==> config.mk <==
export PLATFORM = sky130hd
export DESIGN_NAME = ym6045c_z80_bank_bridge
export DESIGN_NICKNAME = d
export VERILOG_FILES = /design/src/rtl/ym6045c_z80_bank_bridge.sv
export SDC_FILE = /design/constraint.sdc
export NUM_CORES = 1
export LEC_CHECK = 0
export BUFFER_PORTS_ARGS = -buffer_cell sky130_fd_sc_hd__buf_2
export CAP_MARGIN = 5
export CORE_ASPECT_RATIO = 1.2
export CORE_MARGIN = 10
export CORE_UTILIZATION = 46
export DETAILED_ROUTE_END_ITERATION = 10
export PLACE_DENSITY = 0.74
export SYNTH_ARGS = -nofsm -noshare
export SYNTH_HDL_FRONTEND = slang
export SYNTH_SLANG_ARGS = --single-unit
==> constraint.sdc <==
create_clock -name CLK -period 1.55 [get_ports CLK]
set_clock_uncertainty 0.05 [all_clocks]
set_input_delay 0 -clock CLK [delete_from_list [all_inputs] [get_ports CLK]]
set_output_delay 0 -clock CLK [all_outputs]
set_load 0.05 [all_outputs]
==> src/rtl/ym6045c_z80_bank_bridge.sv <==
// ym6045c_z80_bank_bridge: Z80 8000-FFFF window onto the 68k bus.
// A 9-bit bank register, loaded serially through writes to page BANK_PAGE,
// supplies 68k A[23:15]. Each window access requests the bus (BR/BG/BGACK),
// runs one byte cycle, and holds the Z80 in WAIT until the cycle ends.
// Optional macro YM6045C_BUS_TIMEOUT_EN adds a DTACK timeout with a sticky bus_err.
module ym6045c_z80_bank_bridge #(
  parameter logic [7:0] BANK_PAGE   = 8'h60,
  parameter logic [7:0] TIMEOUT_CYC = 8'd200
) (
  input  logic        CLK,
  input  logic        RES,
  input  logic [15:0] z_addr,
  input  logic        z_rd,
  input  logic        z_wr,
  input  logic [7:0]  z_wdata,
  output logic [7:0]  z_rdata,
  output logic        z_wait_n,
  output logic        m_br_n,
  input  logic        m_bg_n,
  output logic        m_bgack_n,
  output logic        m_as_n,
  output logic        m_uds_n,
  output logic        m_lds_n,
  output logic        m_rw,
  output logic [22:0] m_addr,
  output logic [15:0] m_dout,
  input  logic [15:0] m_din,
  input  logic        m_dtack_n,
  output logic        bus_err
);

  typedef enum logic [2:0] {
    S_IDLE, S_REQ, S_ACK, S_ADDR, S_DTACK, S_END
  } state_t;

  state_t      state_q, state_d;
  logic [8:0]  bank_q, bank_d;
  logic [14:0] lat_addr_q, lat_addr_d;   // bit 15 is always 1 inside the window
  logic [7:0]  lat_data_q, lat_data_d;
  logic        lat_wr_q, lat_wr_d;
  logic        bg_seen_q, bg_seen_d;     // grant seen low on the previous edge
  logic [22:0] m_addr_q, m_addr_d;
  logic [15:0] m_dout_q, m_dout_d;
  logic        m_rw_q, m_rw_d;
  logic [7:0]  z_rdata_q, z_rdata_d;
`ifdef YM6045C_BUS_TIMEOUT_EN
  logic [7:0]  cnt_q, cnt_d;
  logic        bus_err_q, bus_err_d;
`endif

  logic in_cycle;

  // Bus strobes decode straight from state so an async reset drops them at once.
  always_comb begin
    in_cycle  = (state_q == S_ADDR) || (state_q == S_DTACK);
    z_wait_n  = (state_q == S_IDLE);
    m_br_n    = (state_q != S_REQ);
    m_bgack_n = !((state_q == S_ACK) || in_cycle);
    m_as_n    = !in_cycle;
    m_uds_n   = !(in_cycle && !lat_addr_q[0]);
    m_lds_n   = !(in_cycle &&  lat_addr_q[0]);
  end

  assign z_rdata = z_rdata_q;
  assign m_rw    = m_rw_q;
  assign m_addr  = m_addr_q;
  assign m_dout  = m_dout_q;
`ifdef YM6045C_BUS_TIMEOUT_EN
  assign bus_err = bus_err_q;
`else
  assign bus_err = 1'b0;
`endif

  // Next-state logic: strobe acceptance, arbitration and the byte cycle.
  always_comb begin
    state_d    = state_q;
    bank_d     = bank_q;
    lat_addr_d = lat_addr_q;
    lat_data_d = lat_data_q;
    lat_wr_d   = lat_wr_q;
    bg_seen_d  = 1'b0;
    m_addr_d   = m_addr_q;
    m_dout_d   = m_dout_q;
    m_rw_d     = m_rw_q;
    z_rdata_d  = z_rdata_q;
`ifdef YM6045C_BUS_TIMEOUT_EN
    cnt_d      = 8'd0;
    bus_err_d  = bus_err_q;
`endif
    case (state_q)
      S_IDLE: begin
        if (z_wr && (z_addr[15:8] == BANK_PAGE)) begin
          bank_d = {z_wdata[0], bank_q[8:1]};
        end else if (z_addr[15] && (z_rd || z_wr)) begin
          lat_addr_d = z_addr[14:0];
          lat_data_d = z_wdata;
          lat_wr_d   = z_wr;
          state_d    = S_REQ;
        end
      end
      S_REQ: begin
        // Grant must be seen low on two consecutive edges.
        if (!m_bg_n) begin
          bg_seen_d = 1'b1;
          if (bg_seen_q) begin
            m_addr_d = {bank_q, lat_addr_q[14:1]};
            m_dout_d = {lat_data_q, lat_data_q};
            m_rw_d   = !lat_wr_q;
            state_d  = S_ACK;
          end
        end
      end
      S_ACK:  state_d = S_ADDR;
      S_ADDR: state_d = S_DTACK;
      S_DTACK: begin
        if (!m_dtack_n) begin
          if (!lat_wr_q) z_rdata_d = lat_addr_q[0] ? m_din[7:0] : m_din[15:8];
          state_d = S_END;
        end
`ifdef YM6045C_BUS_TIMEOUT_EN
        else begin
          cnt_d = cnt_q + 8'd1;
          if (cnt_d == TIMEOUT_CYC) begin
            bus_err_d = 1'b1;
            z_rdata_d = 8'hFF;
            state_d   = S_END;
          end
        end
`endif
      end
      S_END: begin
        m_rw_d  = 1'b1;
        state_d = S_IDLE;
      end
      default: state_d = S_IDLE;
    endcase
  end

  // State and datapath registers.
  always_ff @(posedge CLK or negedge RES) begin
    if (!RES) begin
      state_q    <= S_IDLE;
      bank_q     <= 9'd0;
      lat_addr_q <= 15'd0;
      lat_data_q <= 8'd0;
      lat_wr_q   <= 1'b0;
      bg_seen_q  <= 1'b0;
      m_addr_q   <= 23'd0;
      m_dout_q   <= 16'd0;
      m_rw_q     <= 1'b1;
      z_rdata_q  <= 8'hFF;
    end else begin
      state_q    <= state_d;
      bank_q     <= bank_d;
      lat_addr_q <= lat_addr_d;
      lat_data_q <= lat_data_d;
      lat_wr_q   <= lat_wr_d;
      bg_seen_q  <= bg_seen_d;
      m_addr_q   <= m_addr_d;
      m_dout_q   <= m_dout_d;
      m_rw_q     <= m_rw_d;
      z_rdata_q  <= z_rdata_d;
    end
  end

`ifdef YM6045C_BUS_TIMEOUT_EN
  // DTACK timeout counter and sticky abort flag.
  always_ff @(posedge CLK or negedge RES) begin
    if (!RES) begin
      cnt_q     <= 8'd0;
      bus_err_q <= 1'b0;
    end else begin
      cnt_q     <= cnt_d;
      bus_err_q <= bus_err_d;
    end
  end
`endif

endmodule

# == Yosys cells after proc, flatten, opt, wreduce, memory -nomap -nowiden ==
# Cells that the tools add are included.
# word_totals
regBits,85
out_inout_bits,55
wordCells,59
# classes
n_eq_ne,12
n_mux,12
bitwise,4
reduce_logical,21
# op_table
cell,count
two-way mux 3 bit,5
one-hot mux 3 bit (5 select lines),1
AND reduction 3 bit,4
"equality test 8 x 7 -> 1 bit, second input constant",1
two-way mux 8 bit,1
"!= test 2 bit, second input constant",4
"equality test 3 x 2 -> 1 bit, second input constant",2
"equality test 3 bit, second input constant",2
zero test 1 bit,6
AND reduction 5 bit,1
logical AND 1 bit,4
two-way mux 1 bit,4
NOT 1 bit,4
"equality test 3 x 1 -> 1 bit, second input constant",1
zero test 3 bit,1
logical OR 1 bit,3
"!= test 3 x 1 -> 1 bit, second input constant",1
"!= test 2 x 1 -> 1 bit, second input constant",1
one-hot mux 1 bit (2 select lines),1
AND reduction 2 bit,1
nonzero test 2 bit,1

# == Longest topological paths before layout ==
# Gate-level depths: netlist (run 1).
# depth
depth_word,5
mapped_depth,5

# == Least setup slack after synthesis (run 1) ==
# Ideal clock, no wire load.
# synth_timing
path_kind,register -> register
startpoint,register state_q[1]
endpoint,register bank_q[0]
setup_time_ns,0.125
arrival_ns,1.987
required_time_ns,1.375
setup_slack_ns,-0.612
stages_incl_launch_ff,5
n_path_buf,1
cell_sequence,dfrtp_1 > buf_4 > nor3_2 > nand4_2 > mux2_2
# synth_between
elab_chain_len,2
# synth_lines
element,line,source
from (decl),36,"state_t state_q, state_d;"
from (signal assigned),153,state_q <= state_d;
zero test 3 bit,-,
named net z_wait_n,17,"output logic z_wait_n,"
AND reduction 2 bit (no line),-,
to (signal assigned),154,bank_q <= bank_d;
to (decl),37,"logic [8:0] bank_q, bank_d;"
# The timed path passes the listed nets, and every way through them passes these cells.
# A chain may end at the register's enable or synchronous reset.

# == Final worst setup path (run 1) ==
# layout_timing
startpoint,register state_q[1]
endpoint,"register m_addr_q[6], in the netlist m_addr[6]"
# layout_between
elab_chain_len,2
# layout_lines
element,line,source
equality test 3 x 1 -> 1 bit,90,case (state_q)
AND reduction 3 bit (no line),-,
to (signal assigned),159,m_addr_q <= m_addr_d;
to (decl),42,"logic [22:0] m_addr_q, m_addr_d;"
# No other way between the ends.

==> results_dict.tcl, run 1 <==
set metrics [dict create \
    outcome "finished with violations" \
    failed_checks "setup timing" \
    power_frac_seq 0.313 \
    switching_power_mw 4.74 \
    power_switching_share 0.436 \
    p_clk_frac 0.143 \
    clock_sinks 77 \
    critPathKind "reg -> reg" \
    crit_arrival_ns 1.87 \
    grt_antenna_before_repair 0 \
    crit_family "flip-flops" \
    worst_ep_required_time_ns 1.73 \
    hold_depth 4 \
    viasPerCell 4.83 \
    path_buf_inv 2 \
    grt_pass1_wl_mm 13.3 \
    h-tree-depth 3 \
    cp.depth 5 \
    fmaxAchievable_ghz 0.592 \
    cts_root_buffer "clkbuf_8" \
    crit_path_start "state_q[1]" \
    grt_max_degree 49 \
    cts_tree "built" \
    worst-r2r-cell-count 5 \
    grt.overflow.total 0 \
    final.min_clock_period_ns 1.69 \
    hpwl_mm 5.41 \
    finalPower_mw 10.9 \
    setup_viol 50 \
    syn_to_final_growth_pct 49.2 \
    port_buffers 99 \
    vias 2310 \
    die_w_um 97.8 \
    timing.hold.worst.class "in -> reg" \
    num_rows 34 \
    multi_input_area_um2 1390 \
    cp_slowest_cell "dfrtp_2" \
    layout-drive-gt1-share 0.603 \
    clk_pin_slew_ns 0.09 \
    ys_seq_area_frac 0.580 \
    cp-end-kind "flip-flop" \
    internal_power_mw 6.12 \
    start_kind "flip-flop" \
    firstDrtPassIters 5 \
    fin_util 0.698 \
    ys_warn_count 0 \
    seq_area_um2 1940 \
    rsz0062_at_grt "true" \
    dieHeight_um 113 \
    async_flop_share 1.00 \
    p_per_area_nw_per_um2 2180 \
    clock_latency_ns 0.34 \
    track_usage 0.149 \
    cellLeakagePower_nw 2.54 \
    wl_per_cell_um 17.5 \
    routabilityCongestion 0.757 \
    cap_violations 0 \
    cpPeakStageDelay_ns 0.44 \
    final_cells 478 \
    avgSynthCellArea_um2 15.3 \
    final_nets 429 \
    place_inst 402 \
    coreArea_um2 7150 \
    route.detailed.drc 0 \
    antennaDiodeCount 0 \
    synth_cell_types 36 \
    p_comb_frac 0.544 \
    initial_core_util 0.468 \
    synth_seq_cells 77 \
    io_pins 101 \
    die_area_um2 11100 \
    ant_nets 0 \
    synth_edf_count 0 \
    drt-total-wl_mm 8.39 \
    fillers 516 \
    slew_violations 0 \
    finalCritPeriodShare 1.09 \
    grt_pass1_vias 2497 \
    cp_cell_sequence "buf_6 > nor4b_4 > nand2_2 > buf_12 > mux2_4" \
    finalSetupTns_ns -5.28 \
    synthFlopType "dfrtp_1" \
    synth_area_um2 3340 \
    synth_nets 264 \
    reg2reg_from "state_q[1]" \
    clk_path_buf_depth 2 \
    hold_start "z_addr[15]" \
    synth_cells 218 \
    layout_setup_ws_ns -0.139 \
    crit_fanout 17 \
    drtIter0Drc 81 \
    cts_made_buffers 9 \
    ir_drop_mv 1.50 \
    hold_viol_final 0 \
]
[synth_stat cells, drive strengths merged (2+ instances only)]
library cell	instances	area [µm²]
a31oi	8	50.1
dfrtp	68	1700
mux2	64	833
nand2	3	13.8
nor2b	2	12.5
buf	18	148
nor3	2	15.0
dfstp	9	236
a21oi	10	50.1
clkbuf	2	7.51
inv	4	15.0
nor4b	2	32.5
nor2	3	11.3
mux2i	8	80.1
[cells in the final DEF (no fill, tap or decap), types with 2 or more instances in the layout]
cell,count
buf_2,92
dfrtp_1,65
mux2_4,54
dlygate4sd3_1,43
buf_6,15
buf_4,15
mux2_2,10
a21oi_1,9
clkbuf_8,9
dfstp_2,9
mux2i_1,8
a31oi_1,8
buf_12,4
inv_1,3
nor2_1,3
buf_8,3
dfrtp_2,3
nand2_1,2
nand4_4,2
inv_6,2
clkinvlp_4,2
[final timing paths]
check	end	slack, ns
min in group asynchronous	m_addr[9]	0.09
hold / removal	bank_q[3]	0.07
hold reg to reg	m_addr[21]	0.46
setup reg to reg	m_addr[6]	-0.14
max in group asynchronous	lat_data_q[5]	0.78
setup / recovery	m_addr[6]	-0.14
[through the flow]
stage | hold slack (ns) | area, µm² | setup WS (ns)
after CTS | 0.0755 | 4870 | -0.119
after detailed placement | -0.0973 | 4040 | -0.0639
after global routing | 0.0841 | 4990 | -0.194
after global placement | -0.0965 | 4040 | -0.0139
after floorplan | -0.346 | 3440 | -0.284
final | 0.0728 | 4990 | -0.139
[sequential cells by signal, indices dropped and copies added (netlist names)]
name        flops
bank_q          9
bg_seen_q       1
lat_data_q      8
z_rdata         8
m_dout          8
m_addr         23
state_q         3
lat_addr_q     15
lat_wr_q        1
m_rw            1
[layer usage]
metal | track usage | vias to the layer above | part of all wire
met5 | 0 | - | 0
met2 | 0.250 | 63 | 0.53
li1 | - | 1100 | -
met3 | 0.0484 | 8 | 0.054
met4 | 0.0524 | 0 | 0.010
met1 | 0.176 | 1139 | 0.40
[kinds of logic after synthesis]
family	synth area share
DFF	0.580
other	0.00112
and+or+nand+nor	0.0487
muxes	0.273
buffers and inverters	0.0509
AOI/OAI and AO/OA	0.0461
[timing repair]
action / in CTS / in global routing
resized for setup: 34 / 12
hold endpoints to repair: 114 / 0
pin swaps: 1 / 6
setup buffers: 10 / 6
endpoints found under the setup margin: 57 / 78
hold buffers: 43 / 0
gates cloned: 1 / 2
[worst reg2reg max path: cells and delay by family (launching register included)]
| family | cells | cell delay (ns) |
|---|---|---|
| buffers and inverters | 2 | 0.33 |
| and+or+nand+nor | 2 | 0.44 |
| muxes | 1 | 0.31 |
| DFF | 1 | 0.44 |
[power groups by stage]
| stage | Clock [mW] | Combinational (mW) | Sequential (mW) |
|---|---|---|---|
| after global routing | 1.71 | 6.16 | 3.52 |
| after CTS | 1.60 | 5.69 | 3.39 |
| after detailed placement | 0 | 5.07 | 3.45 |
| final | 1.56 | 5.91 | 3.40 |
| after global placement | 0 | 4.99 | 3.42 |
| after floorplan | 0 | 2.88 | 4.64 |
[cell type report]
type,count,share of cell area
repair buffers,173,0.265
clock buffers,9,0.0248
well taps,90,0.0226
flip-flops and latches,77,0.389
multi-input cells,118,0.278
clock inverters,7,0.0166
inverters,4,0.00301
Power figures use the tool's default switching activity.
==> run 2: changes to the inputs <==
--- a/config.mk
+++ b/config.mk
@@ -12,6 +12,7 @@
 export CORE_UTILIZATION = 46
 export DETAILED_ROUTE_END_ITERATION = 10
 export PLACE_DENSITY = 0.74
+export SETUP_SLACK_MARGIN = 0.1
 export SYNTH_ARGS = -nofsm -noshare
 export SYNTH_HDL_FRONTEND = slang
 export SYNTH_SLANG_ARGS = --single-unit
==> run 2 against run 1 <==
The flow still finishes with violations (setup timing). Flip-flop and latch count is the same. Non-clock buffer count grew 1. Core utilization grew 1.0 points. Count of clock-buffer cells in the layout grew 2. Die area is the same. Global-route usage grew 1.1 points. Register-to-register slack gained 0.02 ns. Design area grew 1.5%. Final cell count grew 0.21%. Via count grew 1.1%. Critical endpoint is now lat_data_q[1]. Highest routed layer unchanged.
==> results_dict.tcl, run 2 (synthesized netlist as in run 1, its figures left out) <==
set metrics [dict create \
    met3_usage 0.0520 \
    ant_nets 0 \
    largest_reg_flops 23 \
    rsz0062_at_grt "true" \
    final.min_clock_period_ns 1.67 \
    num_rows 34 \
    grt_pass1_vias 2689 \
    initial_core_util 0.468 \
    cts_made_buffers 9 \
    die_area_um2 11100 \
    clock_sinks 77 \
    timing.hold.worst.class "in -> async" \
    viasPerCell 4.88 \
    start_kind "flip-flop" \
    ir_drop_mv 1.38 \
    use_met1 0.172 \
    max_slew_margin 0.481 \
    routabilityCongestion 0.739 \
    p_per_area_nw_per_um2 2180 \
    track_usage 0.160 \
    crit_arrival_ns 1.85 \
    drtIter0Drc 59 \
    placed_cell_area_um2 4030 \
    grt_antenna_before_repair 0 \
    wl_per_cell_um 17.9 \
    dieHeight_um 113 \
    syn_to_final_growth_pct 51.4 \
    h-tree-depth 3 \
    coreArea_um2 7150 \
    setup_viol 70 \
    crit_fanout 5 \
    clk_pin_slew_ns 0.08 \
    busiest_layer "met2" \
    layout_setup_ws_ns -0.119 \
    fillers 501 \
    route.detailed.drc 0 \
    failed_checks "setup timing" \
    hpwl_mm 5.45 \
    finalSetupTns_ns -4.73 \
    cp-end-kind "flip-flop" \
    finalCritPeriodShare 1.08 \
    finalPower_mw 11.0 \
    tightest_slew_ns 0.773 \
    antennaDiodeCount 0 \
    cellLeakagePower_nw 2.56 \
    port_buffers 99 \
    drt-total-wl_mm 8.58 \
    grt_pass1_wl_mm 14.3 \
    critPathKind "reg -> reg" \
    mostFrequentLayoutCells "buf_2 (92), dfrtp_1 (65), mux2_4 (55), dlygate4sd3_1 (43), buf_6 (15)" \
    clk_path_buf_depth 2 \
    layout-drive-gt1-share 0.620 \
    final_common_cell "buf_2" \
    worst_ep_required_time_ns 1.73 \
    cts_tree "built" \
    firstDrtPassIters 4 \
    grt.met2_usage 0.289 \
    hold_viol_final 0 \
    grt.overflow.total 0 \
    io_pins 101 \
    cts_root_buffer "clkbuf_8" \
    clock_latency_ns 0.35 \
    cap_violations 0 \
    fmaxAchievable_ghz 0.599 \
    grt_max_degree 40 \
    slew_violations 0 \
    vias 2336 \
    final_nets 430 \
    outcome "finished with violations" \
    die_w_um 97.8 \
    fin_util 0.708 \
    design_area_um2 5060 \
]
==> run 2: metrics by stage <==
step	hold WS, ns	std cells	worst slack (ns)
final	0.102	479	-0.119
after global routing	0.134	479	-0.161
after CTS	0.122	479	-0.135
after detailed placement	-0.0394	403	-0.0834
after global placement	-0.0398	403	-0.0296
after floorplan	-0.346	218	-0.284
==> run 2: where the power goes <==
group / internal [mW] / switching (mW)
Sequential: 2.86 / 0.587
Clock: 0.791 / 0.749
Combinational: 2.60 / 3.42
==> run 2: critical path: stages, from the launching register on <==
cell     delay (ns)
dfrtp_2        0.44
buf_12         0.14
nor4_4         0.29
buf_6          0.19
buf_8          0.14
mux2_4         0.30
==> run 2: worst paths after layout <==
path                                  from            end  slack, ns  cells past startpoint
worst max-delay path            state_q[2]  lat_data_q[1]      -0.12                      5
worst min-delay path                   RES      m_addr[6]       0.10                      2
worst max register to register  state_q[2]  lat_data_q[1]      -0.12                      5
worst min register to register  z_rdata[1]     z_rdata[1]       0.45                      2
max in group asynchronous              RES      m_dout[9]       0.76                      3
min in group CLK                 z_addr[8]      bank_q[8]       0.12                      4
==> run 2: layout make-up <==
type	instances	area, µm²	area share
flip-flops and latches	77	1940	0.384
clock buffers	11	141	0.0279
well taps	90	113	0.0223
repair buffers	174	1370	0.270
inverters	4	15.0	0.00297
multi-input cells	118	1420	0.281
clock inverters	5	58.8	0.0116
==> run 2: routing by layer <==
metal | vias up | part of all wire
met5 | - | 0
met4 | 0 | 0.012
met3 | 9 | 0.057
met2 | 63 | 0.55
met1 | 1164 | 0.38
li1 | 1100 | -
==> run 2: repair_timing <==
item | in CTS | in global routing
pin swaps | 4 | 3
setup endpoints to repair | 79 | 81
hold buffers | 43 | 0
hold endpoints to repair | 112 | 0
cloned | 4 | 0
resized for setup | 52 | 9
setup buffers | 13 | 1
==> run 3: changes to the inputs <==
--- a/config.mk
+++ b/config.mk
@@ -9,9 +9,10 @@
 export CAP_MARGIN = 5
 export CORE_ASPECT_RATIO = 1.2
 export CORE_MARGIN = 10
-export CORE_UTILIZATION = 46
+export CORE_UTILIZATION = 50
+export CTS_BUF_LIST = sky130_fd_sc_hd__clkbuf_16
 export DETAILED_ROUTE_END_ITERATION = 10
-export PLACE_DENSITY = 0.74
+export PLACE_DENSITY = 0.77
 export SETUP_SLACK_MARGIN = 0.1
 export SYNTH_ARGS = -nofsm -noshare
 export SYNTH_HDL_FRONTEND = slang
==> constraint.sdc (replaced) <==
create_clock -name CLK -period 1.9 [get_ports CLK]
set_clock_uncertainty 0.05 [all_clocks]
set_input_delay 0 -clock CLK [delete_from_list [all_inputs] [get_ports CLK]]
set_output_delay 0 -clock CLK [all_outputs]
set_load 0.05 [all_outputs]
==> run 3 against run 2 <==
Via count down 3.3%. Largest cell class unchanged. Wire length down 12%. Hold slack worse by 0.078 ns. Count of clock-buffer cells in the layout decreased by 2. Critical endpoint is now m_as_n. The flow now finishes without violations. Clock power up 8%. Largest power group unchanged. Flip-flop and latch count did not move.
==> results_dict.tcl, run 3 (synthesized netlist as in run 1, its figures left out) <==
set metrics [dict create \
    drtIter0Drc 72 \
    finalCritPeriodShare 0.910 \
    hold_depth 4 \
    coreArea_um2 6450 \
    route.detailed.drc 0 \
    worst_ep_required_time_ns 1.85 \
    cts_tree "built" \
    reg2reg_slack_ns 0.19 \
    final_cells 451 \
    place_ws_ns 0.221 \
    clk_pin_slew_ns 0.06 \
    io_pins 101 \
    start_kind "flip-flop" \
    final.min_clock_period_ns 1.73 \
    timing.hold.worst.class "in -> reg" \
    rsz0062_at_grt "false" \
    cp_cell_sequence "buf_4 > nor3b_2 > a21o_1 > inv_1 > buf_2" \
    finalPower_mw 8.45 \
    finalSetupTns_ns 0 \
    h-tree-depth 3 \
    clock_sinks 77 \
    cap_violations 0 \
    hpwl_mm 4.96 \
    outcome "finished clean" \
    slew_violations 0 \
    layout-drive-gt1-share 0.563 \
    vias 2259 \
    setup_viol 0 \
    hold_viol_final 0 \
    track_usage 0.151 \
    ir_drop_mv 1.67 \
    initial_core_util 0.518 \
    crit_arrival_ns 1.68 \
    place_inst 391 \
    hold_start "m_dtack_n" \
    path_buf_inv 3 \
    clock_latency_ns 0.33 \
    worst-r2r-cell-count 3 \
    viasPerCell 5.01 \
    grt_pass1_wl_mm 12.1 \
    mostFrequentLayoutCells "buf_2 (97), dfrtp_1 (66), dlygate4sd3_1 (42), mux2_2 (33), mux2_4 (30)" \
    reg2reg_from "lat_addr_q[0]" \
    routabilityCongestion 0.738 \
    cts_made_buffers 9 \
    fmaxAchievable_ghz 0.579 \
    port_buffers 99 \
    cpPeakStageDelay_ns 0.45 \
    design_area_um2 4620 \
    min_to "state_q[0]" \
    p_per_area_nw_per_um2 1830 \
    cp-end-kind "primary output" \
    grt_max_degree 78 \
    ant_nets 0 \
    layout_setup_ws_ns 0.172 \
    syn_to_final_growth_pct 38.4 \
    cellLeakagePower_nw 2.33 \
    cp_slowest_cell "dfrtp_2" \
    tightest_slew_ns 0.561 \
    max_slew_margin 0.622 \
    final_nets 407 \
    largest_reg_flops 23 \
    critPathKind "reg -> out" \
    dieHeight_um 110 \
    cts_root_buffer "clkbuf_16" \
    placed_cell_area_um2 3890 \
    clk_path_buf_depth 2 \
    antennaDiodeCount 0 \
    firstDrtPassIters 3 \
    r2r_end "z_rdata[3]" \
    grt.overflow.total 0 \
    grt_antenna_before_repair 0 \
    crit_family "buffers and inverters" \
    crit_fanout 8 \
    num_rows 32 \
    drt-total-wl_mm 7.56 \
    die_w_um 94.6 \
    die_area_um2 10400 \
    grt_pass1_vias 2374 \
    final_common_cell "buf_2" \
    wl_per_cell_um 16.8 \
]
[run 3: tightest hold or removal path, delay by kind of cell]
kind	cells	cell delay [ns]
and+or+nand+nor	1	0.10
buffers and inverters	1	0.09
AOI/OAI and AO/OA	2	0.16
[run 3: through the flow]
| step | hold slack [ns] | utilization |
|---|---|---|
| after CTS | 0.0162 | 0.713 |
| after global placement | 0.00323 | 0.603 |
| final | 0.0245 | 0.717 |
| after global routing | 0.0637 | 0.717 |
| after detailed placement | 0.00639 | 0.603 |
| after floorplan | -0.346 | - |
[run 3: layout make-up]
cell class	count	area, µm²
timing repair buffer	152	1020
multi-input combinational	117	1250
tap	85	106
clock inverter	7	66.3
sequential	77	1940
fill	438	1820
inverter	4	15.0
clock buffer	9	225
[run 3: repair_timing]
action / in CTS / in global routing
buffers inserted: 0 / 2
hold buffers: 42 / 0
resized for setup: 0 / 4
endpoints found under the setup margin: 0 / 12
hold endpoints to repair: 111 / 0
[run 3: where the power goes]
group | leakage [nW] | switching [mW] | internal, mW
clock | 0.141 | 0.658 | 1.01
sequential | 0.945 | 0.450 | 2.33
combinational | 1.25 | 2.55 | 1.45
total | 2.33 | 3.66 | 4.79
[run 3: how the worst max path moves through the flow]
stage / start / endpoint / slack, ns / cells past startpoint
6_report: state_q[2] / m_as_n / 0.17 / 5
5_1_grt: state_q[2] / m_lds_n / 0.08 / 5
3_5_place_dp: state_q[0] / m_addr[6] / 0.22 / 4
2_1_floorplan: state_q[1] / bank_q[0] / 0.04 / 4
3_3_place_gp: state_q[0] / m_dout[9] / 0.26 / 4
4_1_cts: state_q[1] / m_lds_n / 0.10 / 5
[run 3: per-layer routing]
| metal | share of wire | up-vias | track usage | wire length [µm] |
|---|---|---|---|---|
| met1 | 0.41 | 1118 | 0.177 | 3100 |
| met4 | 0.014 | 0 | 0.0578 | 106 |
| met5 | 0 | - | 0 | 0 |
| met3 | 0.079 | 9 | 0.0614 | 599 |
| met2 | 0.50 | 68 | 0.243 | 3760 |
| li1 | - | 1064 | - | - |
